## config.mk

```make
export PLATFORM = sky130hd
export DESIGN_NAME = lsu_ctrl
export DESIGN_NICKNAME = d
export VERILOG_FILES = /design/src/rtl/lsu_ctrl.sv
export SDC_FILE = /design/constraint.sdc
export NUM_CORES = 1
export LEC_CHECK = 0
export ABC_AREA = 1
export CAP_MARGIN = 20
export CELL_PAD_IN_SITES_DETAIL_PLACEMENT = 0
export CELL_PAD_IN_SITES_GLOBAL_PLACEMENT = 1
export CORE_ASPECT_RATIO = 0.5
export CORE_MARGIN = 5
export CORE_UTILIZATION = 32
export CTS_CLUSTER_DIAMETER = 60
export CTS_CLUSTER_SIZE = 24
export DETAILED_ROUTE_END_ITERATION = 10
export PLACE_DENSITY_LB_ADDON = 0.1
export SETUP_SLACK_MARGIN = 0.3
export SYNTH_ARGS = -nofsm -noshare
export SYNTH_HDL_FRONTEND = slang
export SYNTH_SLANG_ARGS = --single-unit
```

## constraint.sdc

```tcl
create_clock -name clk -period 4.4 [get_ports clk]
set_input_delay 0.88 -clock clk [delete_from_list [all_inputs] [get_ports clk]]
set_output_delay 0.88 -clock clk [all_outputs]
set_load 0.05 [all_outputs]
```

## src/rtl/lsu_ctrl.sv

```systemverilog
// lsu_ctrl: load/store unit sequencer between a core and a single-port
// memory with an ack handshake.
//
// Each accepted request makes one memory access. The unit forms the byte
// lane enables, replicates store data across lanes, and extracts and
// extends load data. It also flags three errors: misaligned address,
// illegal funct3, and ack timeout.
//
// Ports
//   clk        sole clock, rising edge
//   rst        asynchronous active-high reset
//   req        core requests a load/store this cycle
//   mem_rw     0 = load, 1 = store
//   funct3     access size/sign: 000 B, 001 H, 010 W, 100 BU, 101 HU
//   addr       byte address
//   st_data    store data
//   mem_req    memory request, held through ACCESS
//   mem_we     memory write enable
//   mem_addr   word-aligned address
//   mem_be     byte-lane enables
//   mem_wdata  lane-replicated store data
//   mem_ack    memory completion, mem_rdata valid in the same cycle
//   mem_rdata  memory read word
//   ld_data    extracted/extended load result, held until the next load
//   data_vld   one-cycle completion pulse
//   busy       high in ACCESS and RESP
//   err        one-cycle exception pulse
//   err_code   01 misaligned, 10 illegal funct3, 11 timeout (valid with err)
//
// state  | meaning
// IDLE   | waiting for req; errors on bad requests are reported from here
// ACCESS | mem_req asserted, waiting for mem_ack or timeout
// RESP   | data_vld pulse, then back to IDLE

module lsu_ctrl #(
   parameter int unsigned TIMEOUT = 15
) (
   input  logic        clk,
   input  logic        rst,
   input  logic        req,
   input  logic        mem_rw,
   input  logic [2:0]  funct3,
   input  logic [31:0] addr,
   input  logic [31:0] st_data,
   output logic        mem_req,
   output logic        mem_we,
   output logic [31:0] mem_addr,
   output logic [3:0]  mem_be,
   output logic [31:0] mem_wdata,
   input  logic        mem_ack,
   input  logic [31:0] mem_rdata,
   output logic [31:0] ld_data,
   output logic        data_vld,
   output logic        busy,
   output logic        err,
   output logic [1:0]  err_code
);

   typedef enum logic [1:0] {
      IDLE   = 2'd0,
      ACCESS = 2'd1,
      RESP   = 2'd2
   } state_t;

   // Counter value seen during the final permitted ACCESS cycle.
   localparam logic [7:0] WAIT_LAST = 8'(TIMEOUT - 1);

   state_t      state, state_nxt;
   logic        rw_q;
   logic [2:0]  f3_q;
   logic [31:0] addr_q;
   logic [31:0] st_q;
   logic [7:0]  wait_cnt;

   logic        illegal;
   logic        misaligned;
   logic        accept;
   logic        in_access;
   logic        ack_hit;
   logic        timeout_hit;
   logic [3:0]  be_c;
   logic [31:0] wdata_c;
   logic [31:0] ld_c;
   logic [7:0]  ld_byte;
   logic [15:0] ld_half;

   // Request decode. Stores have no unsigned variants, so only B/H/W pass.
   always_comb begin
      illegal = 1'b0;
      if (mem_rw)
         illegal = (funct3 > 3'b010);
      else
         illegal = (funct3 == 3'b011) || (funct3[2:1] == 2'b11);
   end

   always_comb begin
      misaligned = 1'b0;
      case (funct3)
         3'b001, 3'b101: misaligned = addr[0];
         3'b010:         misaligned = (addr[1:0] != 2'b00);
         default:        misaligned = 1'b0;
      endcase
   end

   assign accept      = (state == IDLE) && req && !illegal && !misaligned;
   assign in_access   = (state == ACCESS);
   assign ack_hit     = in_access && mem_ack;
   // An ack in the last permitted cycle wins over the timeout.
   assign timeout_hit = in_access && !mem_ack && (wait_cnt == WAIT_LAST);

   always_ff @(posedge clk or posedge rst) begin
      if (rst)
         state <= IDLE;
      else
         state <= state_nxt;
   end

   always_comb begin
      state_nxt = state;
      case (state)
         IDLE: begin
            if (accept)
               state_nxt = ACCESS;
         end
         ACCESS: begin
            if (mem_ack)
               state_nxt = RESP;
            else if (timeout_hit)
               state_nxt = IDLE;
         end
         RESP:    state_nxt = IDLE;
         default: state_nxt = IDLE;
      endcase
   end

   always_ff @(posedge clk or posedge rst) begin
      if (rst) begin
         rw_q   <= 1'b0;
         f3_q   <= 3'b000;
         addr_q <= '0;
         st_q   <= '0;
      end else if (accept) begin
         rw_q   <= mem_rw;
         f3_q   <= funct3;
         addr_q <= addr;
         st_q   <= st_data;
      end
   end

   always_ff @(posedge clk or posedge rst) begin
      if (rst)
         wait_cnt <= 8'd0;
      else if (accept)
         wait_cnt <= 8'd0;
      else if (in_access && !mem_ack)
         wait_cnt <= wait_cnt + 8'd1;
   end

   // Illegal takes priority over misaligned.
   always_ff @(posedge clk or posedge rst) begin
      if (rst) begin
         err      <= 1'b0;
         err_code <= 2'b00;
      end else begin
         err      <= 1'b0;
         err_code <= 2'b00;
         if ((state == IDLE) && req && illegal) begin
            err      <= 1'b1;
            err_code <= 2'b10;
         end else if ((state == IDLE) && req && misaligned) begin
            err      <= 1'b1;
            err_code <= 2'b01;
         end else if (timeout_hit) begin
            err      <= 1'b1;
            err_code <= 2'b11;
         end
      end
   end

   // Lane selection for the latched access; f3_q[1:0] is the size.
   always_comb begin
      be_c    = 4'b1111;
      wdata_c = st_q;
      case (f3_q[1:0])
         2'b00: begin
            be_c    = 4'b0001 << addr_q[1:0];
            wdata_c = {4{st_q[7:0]}};
         end
         2'b01: begin
            be_c    = 4'b0011 << {addr_q[1], 1'b0};
            wdata_c = {2{st_q[15:0]}};
         end
         default: begin
            be_c    = 4'b1111;
            wdata_c = st_q;
         end
      endcase
   end

   always_comb begin
      ld_byte = mem_rdata[7:0];
      case (addr_q[1:0])
         2'b00:   ld_byte = mem_rdata[7:0];
         2'b01:   ld_byte = mem_rdata[15:8];
         2'b10:   ld_byte = mem_rdata[23:16];
         default: ld_byte = mem_rdata[31:24];
      endcase
      ld_half = addr_q[1] ? mem_rdata[31:16] : mem_rdata[15:0];
      ld_c    = mem_rdata;
      // f3_q[2] marks the unsigned variants.
      case (f3_q[1:0])
         2'b00:   ld_c = {{24{ld_byte[7] & ~f3_q[2]}}, ld_byte};
         2'b01:   ld_c = {{16{ld_half[15] & ~f3_q[2]}}, ld_half};
         default: ld_c = mem_rdata;
      endcase
   end

   always_ff @(posedge clk or posedge rst) begin
      if (rst)
         ld_data <= '0;
      else if (ack_hit && !rw_q)
         ld_data <= ld_c;
   end

   // Memory-side outputs come straight from state, so reset removes
   // them without waiting for a clock edge.
   assign mem_req   = in_access;
   assign mem_we    = in_access && rw_q;
   assign mem_addr  = in_access ? {addr_q[31:2], 2'b00} : 32'd0;
   assign mem_be    = in_access ? be_c : 4'b0000;
   assign mem_wdata = in_access ? wdata_c : 32'd0;
   assign data_vld  = (state == RESP);
   assign busy      = (state != IDLE);

endmodule
```

# Word-level counts from Yosys, hierarchy flattened
# Cells that the tools add are included.
# totals
ff_bits,113
mem_count,0
output_inout_bits,107
mem_bits_ro,0
latchBits,0
ram_bits,0
# op_classes
mul,0
div_mod_pow,0
bitwise,3
reduce_logical,23
n_mux,22
n_shift,2
magnitude_cmp,1
addsub,1
eq_ne,13
# ops
operator,count
$pmux W32 S2,2
$mux W32,2
$pmux W8 S3,1
$mux W16,1
$mux W8,2
$mux W2,6
$logic_and A1 B1 Y1,10
$add A8 B1 Y8 const B,1
$eq A8 B4 Y1 const B,1
$pmux W4 S2,1
$eq A2 B1 Y1 const B,3
$eq A2 B2 Y1 const B,3
$eq A3 B2 Y1 const B,2
$logic_not A2 Y1,3
$reduce_bool A2 Y1,3
$logic_not A1 Y1,4
$mux W1,4
$mux W4,1
$pmux W2 S2,1
$shl A1 B2 Y4 const A,1
$shl A2 B2 Y4 const A,1
$eq A3 B1 Y1 const B,1
$eq A3 B3 Y1 const B,1
$gt A3 B2 Y1 const B,1
other kinds (8),9

# Depth between registers and ports, before layout
# Gate-level depths: netlist of the first run.
# depth
word_depth,8
mapped_depth,10

# Least setup slack after synthesis of the first run
# Ideal clock, no wire load.
# synth_timing
kind,reg2out
start,register f3_q[1]
end,output mem_wdata[15]
required_ns,3.520
stages_incl_launch_ff,7
setup_slack_ns,1.443
arrival_ns,2.077
n_path_buf,3
path_cell_list,dfrtp_1 > buf_2 > inv_1 > buf_2 > buf_2 > nor2_1 > nor3_1
# synth_via
elab_chain_len,3
word_cells_on_any_way,4
classes_between,1 x eq/ne; 2 x mux; 1 x reduce/logical
# synth_rtl
element,line,source
"start, declared",70,logic [2:0] f3_q;
"start signal, assigned",144,f3_q <= funct3;
$eq A2 B1 Y1 or $logic_not A2 Y1 (tied branches),184,case (f3_q[1:0])
$pmux W32 S2 (*),184,
$mux W32 (*),231,assign mem_wdata = in_access ? wdata_c : 32'd0;
"end, declared",49,"output logic [31:0] mem_wdata,"
# Every way passes the cells marked *; elsewhere a longest branch is shown, timed or not.

# Worst setup path after layout of the first run
# layout_timing
start,register f3_q[1]
end,output mem_be[2]
# layout_via
elab_chain_len,3
word_cells_on_any_way,4
classes_between,1 x eq/ne; 2 x mux; 1 x reduce/logical
# layout_rtl
element,line,source
$eq A2 B1 Y1 or $logic_not A2 Y1 (tied branches),184,
$pmux W4 S2 (*),184,
$mux W4 (*),230,assign mem_be = in_access ? be_c : 4'b0000;
"end, declared",48,"output logic [3:0] mem_be,"
# Marked as above.

==> results of run 1 <==
-- what timing repair did --
action,4_1_cts,5_1_grt
endpoints found under the setup margin,1,0
gates resized for setup,1,0
buffers inserted,0,0
-- cells in the mapped netlist, types with 2 or more instances --
cell type	number
o22ai_1	11
nor2_4	2
inv_2	3
o21a_1	2
or2_2	17
or2_1	7
ha_1	2
nor2_1	103
dfrtp_1	113
nand4_1	2
o21ai_0	65
clkbuf_1	10
nand2_2	2
buf_6	6
nand2_1	223
nand3_2	2
nand3_1	58
o21ai_1	5
nor3_1	4
buf_4	5
buf_2	21
a21oi_1	29
xor2_1	4
nor2_2	4
inv_1	103
-- per-layer routing --
layer	global-route usage [%]	part of all wire, %
met4	5.10	1.2
met3	5.89	6.9
met5	0	0.035
met2	27.6	44
met1	25.3	48
-- power by group --
group          internal, mW  switching [mW]
clock network         0.906           0.499
logic                 0.833            1.68
registers              1.40           0.219
-- state kept, by name (all words and copies together) (netlist names) --
name	flops
addr_q	32
ld_data	32
st_q	32
wait_cnt	8
f3_q	3
err_code	2
state	2
err	1
rw_q	1
-- final timing paths --
check | from | end | slack, ns | cells past startpoint
min in group asynchronous | rst | addr_q[17] | 1.00 | 2
worst max-delay path | f3_q[1] | mem_be[2] | 0.52 | 6
worst min-delay path | st_q[17] | st_q[17] | 0.48 | 2
max in group asynchronous | rst | ld_data[25] | 2.63 | 3
worst max register to register | f3_q[1] | ld_data[1] | 1.68 | 10
worst min register to register | st_q[17] | st_q[17] | 0.48 | 2
-- worst max-delay path, stage by stage, from the launching register on --
cell        delay, ns
dfrtp_1          0.34
buf_4            0.30
clkinvlp_4       0.52
nand2_1          0.62
o21ai_0          0.29
a21oi_1          0.33
buf_12           0.18
-- cells by family after synthesis --
kind of cell	synth area share (%)
flip-flops	47.3
adder cells (fa/ha/maj)	0.419
other	0.0628
buffers and inverters	11.1
AO/OA/AOI/OAI	9.95
XOR/XNOR	0.733
AND/OR/NAND/NOR	30.4
-- layout make-up --
class                           count  share of cell area (%)
Multi-Input combinational cell    549                    28.3
Antenna cell                        1                  0.0285
Inverter                          106                    4.61
Clock buffer                       23                    5.68
Timing Repair Buffer              215                    24.5
Clock inverter                      9                    1.18
Sequential cell                   113                    32.2
Tap cell                          240                    3.42
-- per-stage QoR --
stage	total power, mW	hold slack, ns
floorplan	3.30	0.444
global placement	4.15	0.457
detailed placement	4.17	0.460
CTS	5.60	0.476
global route	5.87	0.484
finish	5.54	0.479
==> impl_metrics.py, run 1 <==
metrics = {
    "placement": {
        "dp_cells": 1223,
        "cell_area_placed_mm2": 0.00816,
        "placed_wire_length_estimate_mm": 14.0,
        "gp_routability_congestion": 0.806,
        "placement.io_buffers": 208,
        "pre_cts_slack_ns": 0.737,
    },
    "layout": {
        "seq_area_mm2": 0.00283,
        "drive_above_1_share_pct": 9.16,
        "flow.area_growth_from_synthesis_pct": 46.8,
        "layout.cells.most_common_list": "nand2_1, clkdlybuf4s50_1, dfrtp_1",
        "total_nets_final": 1108,
        "finish.cell_count_without_fillers": 1256,
        "multi_input_comb_area_mm2": 0.00248,
        "fillers": 1835,
        "post-route-cell-area_mm2": 0.00877,
        "post-route-util_pct": 47.8,
        "leading_cell_type_in_the_layout_fill_and_taps_excluded": "nand2_1",
    },
    "sta": {
        "worst-slew-pin-transition_ns": 0.965,
        "final_min_period_over_clock_period_pct": 88.1,
        "finalWorstSetupSlack_ns": 0.524,
        "setup-violations-final": 0,
        "timing.clock.skew_ns": 0.00521,
        "timing_max_transition_violations_final": 0,
        "fmax_achieved_mhz": 258,
        "timing_hold_violations_final": 0,
        "final.setup.tns_ns": 0,
        "maxSlewHeadroom_pct": 35.7,
        "period_needed_ns": 3.88,
        "grt_setup_unrepaired": "no",
    },
    "grt": {
        "grt_pass1_vias": 5678,
        "grt_use_total_pct": 18.3,
        "grt_pass1_wl_mm": 31.0,
        "grt_overflow": 0,
        "grt_max_degree": 85,
        "antenna_found_initial": 1,
    },
    "yosys": {
        "netlist.top_cell.by_area": "dfrtp_1",
        "ys.warnings.count": 0,
        "seq_area_frac_synth_pct": 47.3,
        "mappedNetlistArea_mm2": 0.00597,
        "netlist_instances": 811,
        "async_flop_share_pct": 100,
        "yosysTopAreaCellShare_pct": 47.3,
        "edff_count_synth": 0,
        "postSynthRegisterBits": 113,
        "postSynth.topFlopCell": "dfrtp_1",
        "synth.distinct_cells": 33,
        "synth_area_leaders": "dfrtp_1, nand2_1, inv_1",
        "postSynthAreaPerCell_um2": 7.37,
    },
    "detailed_routing": {
        "drcViolationCount": 0,
        "drt_first_pass_iters": 6,
        "vias_per_cell": 4.61,
        "wl_mm": 19.8,
        "dr_total_vias": 5784,
        "detailedRoute.firstIterationViolations": 271,
        "post_drt_wl_per_cell_um": 15.8,
        "drt.antenna.violating_nets": 0,
    },
    "clock_tree": {
        "tritoncts_num_sinks": 113,
        "cts_inserted_buffers": 17,
        "tritoncts": "built",
        "cts-root-buf": "clkbuf_16",
        "clk_pin_slew_worst_paths_ns": 0.06,
        "clkLatencyLatePin_ns": 0.41,
        "holdBufCountCts": 0,
        "clock_path_buffers": 2,
        "cts_htree_levels": 4,
    },
    "setup_path": {
        "endpoint_kind": "output pin",
        "critical_path.max_fanout": 25,
        "critical_path_rt_ns": 3.52,
        "path_class": "reg2out",
        "cp.arrival_ns": 3.00,
        "setup.worst_path.start_class": "register",
    },
    "power": {
        "irDropWorstVdd_mv": 0.294,
        "p_leak_nw": 4.25,
        "p_per_area_mw_per_mm2": 631,
    },
    "worst_hold_path": {
        "hold_crit_path_type": "reg2reg",
    },
    "flow_run": {
        "maxCapViolCount": 0,
    },
    "die": {
        "dieWidth_um": 203,
        "floorplan.die.height_um": 107,
        "design.portCount": 211,
        "die-area_mm2": 0.0217,
        "floorplan.initialDensity_pct": 32.6,
        "core-area_mm2": 0.0183,
        "num_rows": 35,
    },
    "run_status": {
        "status": "finished, final reports clean",
    },
}
No activity file was read; power rests on OpenSTA's default activity.
==> inputs of run 2 (changes only) <==
--- a/config.mk
+++ b/config.mk
@@ -7,11 +7,12 @@
 export LEC_CHECK = 0
 export ABC_AREA = 1
 export CAP_MARGIN = 20
-export CELL_PAD_IN_SITES_DETAIL_PLACEMENT = 0
+export CELL_PAD_IN_SITES_DETAIL_PLACEMENT = 1
 export CELL_PAD_IN_SITES_GLOBAL_PLACEMENT = 1
 export CORE_ASPECT_RATIO = 0.5
 export CORE_MARGIN = 5
-export CORE_UTILIZATION = 32
+export CORE_UTILIZATION = 33
+export CTS_BUF_LIST = sky130_fd_sc_hd__clkbuf_8
 export CTS_CLUSTER_DIAMETER = 60
 export CTS_CLUSTER_SIZE = 24
 export DETAILED_ROUTE_END_ITERATION = 10
==> impl_metrics.py, run 2 (same netlist as run 1, synthesis figures left out) <==
metrics = {
    "sta": {
        "final_min_period_over_clock_period_pct": 88.0,
        "setup-violations-final": 0,
        "maxSlewHeadroom_pct": 35.0,
        "finalHoldWorstSlack_ns": 0.486,
        "worst-slew-pin-transition_ns": 0.974,
        "fmax_achieved_mhz": 258,
        "grt_setup_unrepaired": "no",
        "final.setup.tns_ns": 0,
        "period_needed_ns": 3.87,
        "timing.clock.skew_ns": 0.0130,
        "timing_hold_violations_final": 0,
        "timing_max_transition_violations_final": 0,
    },
    "layout": {
        "leading_cell_type_in_the_layout_fill_and_taps_excluded": "nand2_1",
        "drive_above_1_share_pct": 9.34,
        "largestRegisters": "addr_q: 32 flops, ld_data: 32 flops, st_q: 32 flops",
        "fillers": 2189,
        "total_nets_final": 1110,
        "flow.area_growth_from_synthesis_pct": 46.1,
        "layout.cells.most_common_list": "nand2_1, clkdlybuf4s50_1, dfrtp_1",
    },
    "power": {
        "netSwitchingPower_mw": 2.40,
        "clock_power_share_pct": 23.7,
        "p_per_area_mw_per_mm2": 629,
        "p_sw_share_pct": 43.8,
        "p_seq_share_pct": 30.1,
        "internal_power_mw": 3.09,
        "power.share.combinational_pct": 46.2,
        "irDropWorstVdd_mv": 0.235,
        "p_leak_nw": 4.24,
        "total_power_mw": 5.49,
    },
    "worst_hold_path": {
        "hold_end": "st_q[17]",
        "timing.hold.worst.start": "st_q[17]",
        "worstHoldPathCells": 2,
        "hold_crit_path_type": "reg2reg",
    },
    "placement": {
        "placed_wire_length_estimate_mm": 15.8,
        "placement.io_buffers": 208,
        "gp_routability_congestion": 0.813,
    },
    "setup_path": {
        "rrSetupSlack_ns": 1.79,
        "reg2reg_depth": 8,
        "critical_path.max_fanout": 25,
        "path_class": "reg2out",
        "setup.worst_path.start_class": "register",
        "r2r_start": "f3_q[1]",
        "critical_path_rt_ns": 3.52,
        "worstReg2RegEnd": "ld_data[1]",
        "cp.arrival_ns": 2.99,
        "endpoint_kind": "output pin",
    },
    "clock_tree": {
        "tritoncts_num_sinks": 113,
        "clock_path_buffers": 2,
        "cts_inserted_buffers": 17,
        "cts-root-buf": "clkbuf_8",
        "tritoncts": "built",
        "cts_htree_levels": 4,
        "holdBufCountCts": 0,
        "clk_pin_slew_worst_paths_ns": 0.08,
        "clkLatencyLatePin_ns": 0.44,
    },
    "detailed_routing": {
        "drcViolationCount": 0,
        "vias_per_cell": 4.74,
        "post_drt_wl_per_cell_um": 17.6,
        "detailedRoute.firstIterationViolations": 226,
        "dr_total_vias": 5939,
        "drt_first_pass_iters": 4,
        "drt.antenna.violating_nets": 0,
        "wl_mm": 22.0,
    },
    "grt": {
        "grt_use_total_pct": 21.1,
        "grt_pass1_wl_mm": 35.4,
        "grt_pass1_vias": 6428,
        "antenna_found_initial": 1,
        "grt_overflow": 0,
        "grt_max_degree": 76,
    },
    "die": {
        "core-area_mm2": 0.0176,
        "design.portCount": 211,
        "dieWidth_um": 200,
        "die-area_mm2": 0.0211,
        "floorplan.initialDensity_pct": 34.0,
        "num_rows": 34,
        "floorplan.die.height_um": 105,
    },
    "flow_run": {
        "maxCapViolCount": 0,
    },
    "run_status": {
        "status": "finished, final reports clean",
    },
}
==> run 2: changes by cell type in the layout (fill, tap and decap cells not counted), sizes merged <==
cell      before  now
bufinv         2    7
clkinv         5    2
buf           27   29
clkbuf        23   21
clkinvlp       3    1
inv          105  107
==> run 2: power groups by stage <==
stage	registers, mW	logic, mW	clock network [mW]
after detailed placement	1.67	2.55	0
after CTS	1.66	2.57	1.33
final	1.65	2.54	1.30
after global placement	1.65	2.50	0
after floorplan	2.10	1.20	0
after global routing	1.70	2.73	1.38
==> run 2: how the worst max path moves through the flow <==
stage	start	end	slack, ns
finish	f3_q[1]	mem_be[3]	0.53
global route	f3_q[1]	mem_be[3]	0.32
CTS	f3_q[1]	mem_be[3]	0.41
detailed placement	f3_q[1]	mem_be[3]	0.73
global placement	f3_q[1]	mem_be[2]	0.85
floorplan	rst	addr_q[0]	0.53
==> run 2: worst max-delay path: stages, from the launching register on <==
cell	delay (ns)
dfrtp_2	0.70
clkinvlp_4	0.52
nand2_1	0.59
o21ai_0	0.30
a21oi_1	0.21
buf_4	0.22
==> run 2: what timing repair did <==
item | 4_1_cts | 5_1_grt
setup endpoints to repair | 5 | 2
buffers inserted | 0 | 0
resized for setup | 1 | 1
==> run 2: layout make-up <==
class | count | area [um2] | area share [%]
Timing Repair Buffer | 217 | 2190 | 25.1
Antenna cell | 1 | 2.50 | 0.0287
Inverter | 106 | 404 | 4.63
Sequential cell | 113 | 2830 | 32.4
Tap cell | 234 | 293 | 3.35
Clock buffer | 21 | 289 | 3.31
Multi-Input combinational cell | 549 | 2480 | 28.5
Clock inverter | 11 | 231 | 2.65
==> run 2: per-stage QoR <==
stage               util [%]  setup slack, ns  std cells  cell area [um2]
floorplan                  -            0.533        812             5980
global placement        46.5            0.847       1218             8170
detailed placement      46.5            0.731       1218             8170
CTS                     49.5            0.409       1250             8690
global route            49.7            0.323       1252             8730
finish                  49.7            0.528       1252             8730
==> run 2: layer usage <==
layer / wire (um) / track usage (%) / vias to the layer above
met3: 1660 / 8.14 / 14
met4: 127 / 4.42 / 0
met2: 10500 / 35.6 / 142
met1: 9660 / 26.2 / 2883
li1: - / - / 2900
met5: 0 / 0 / -
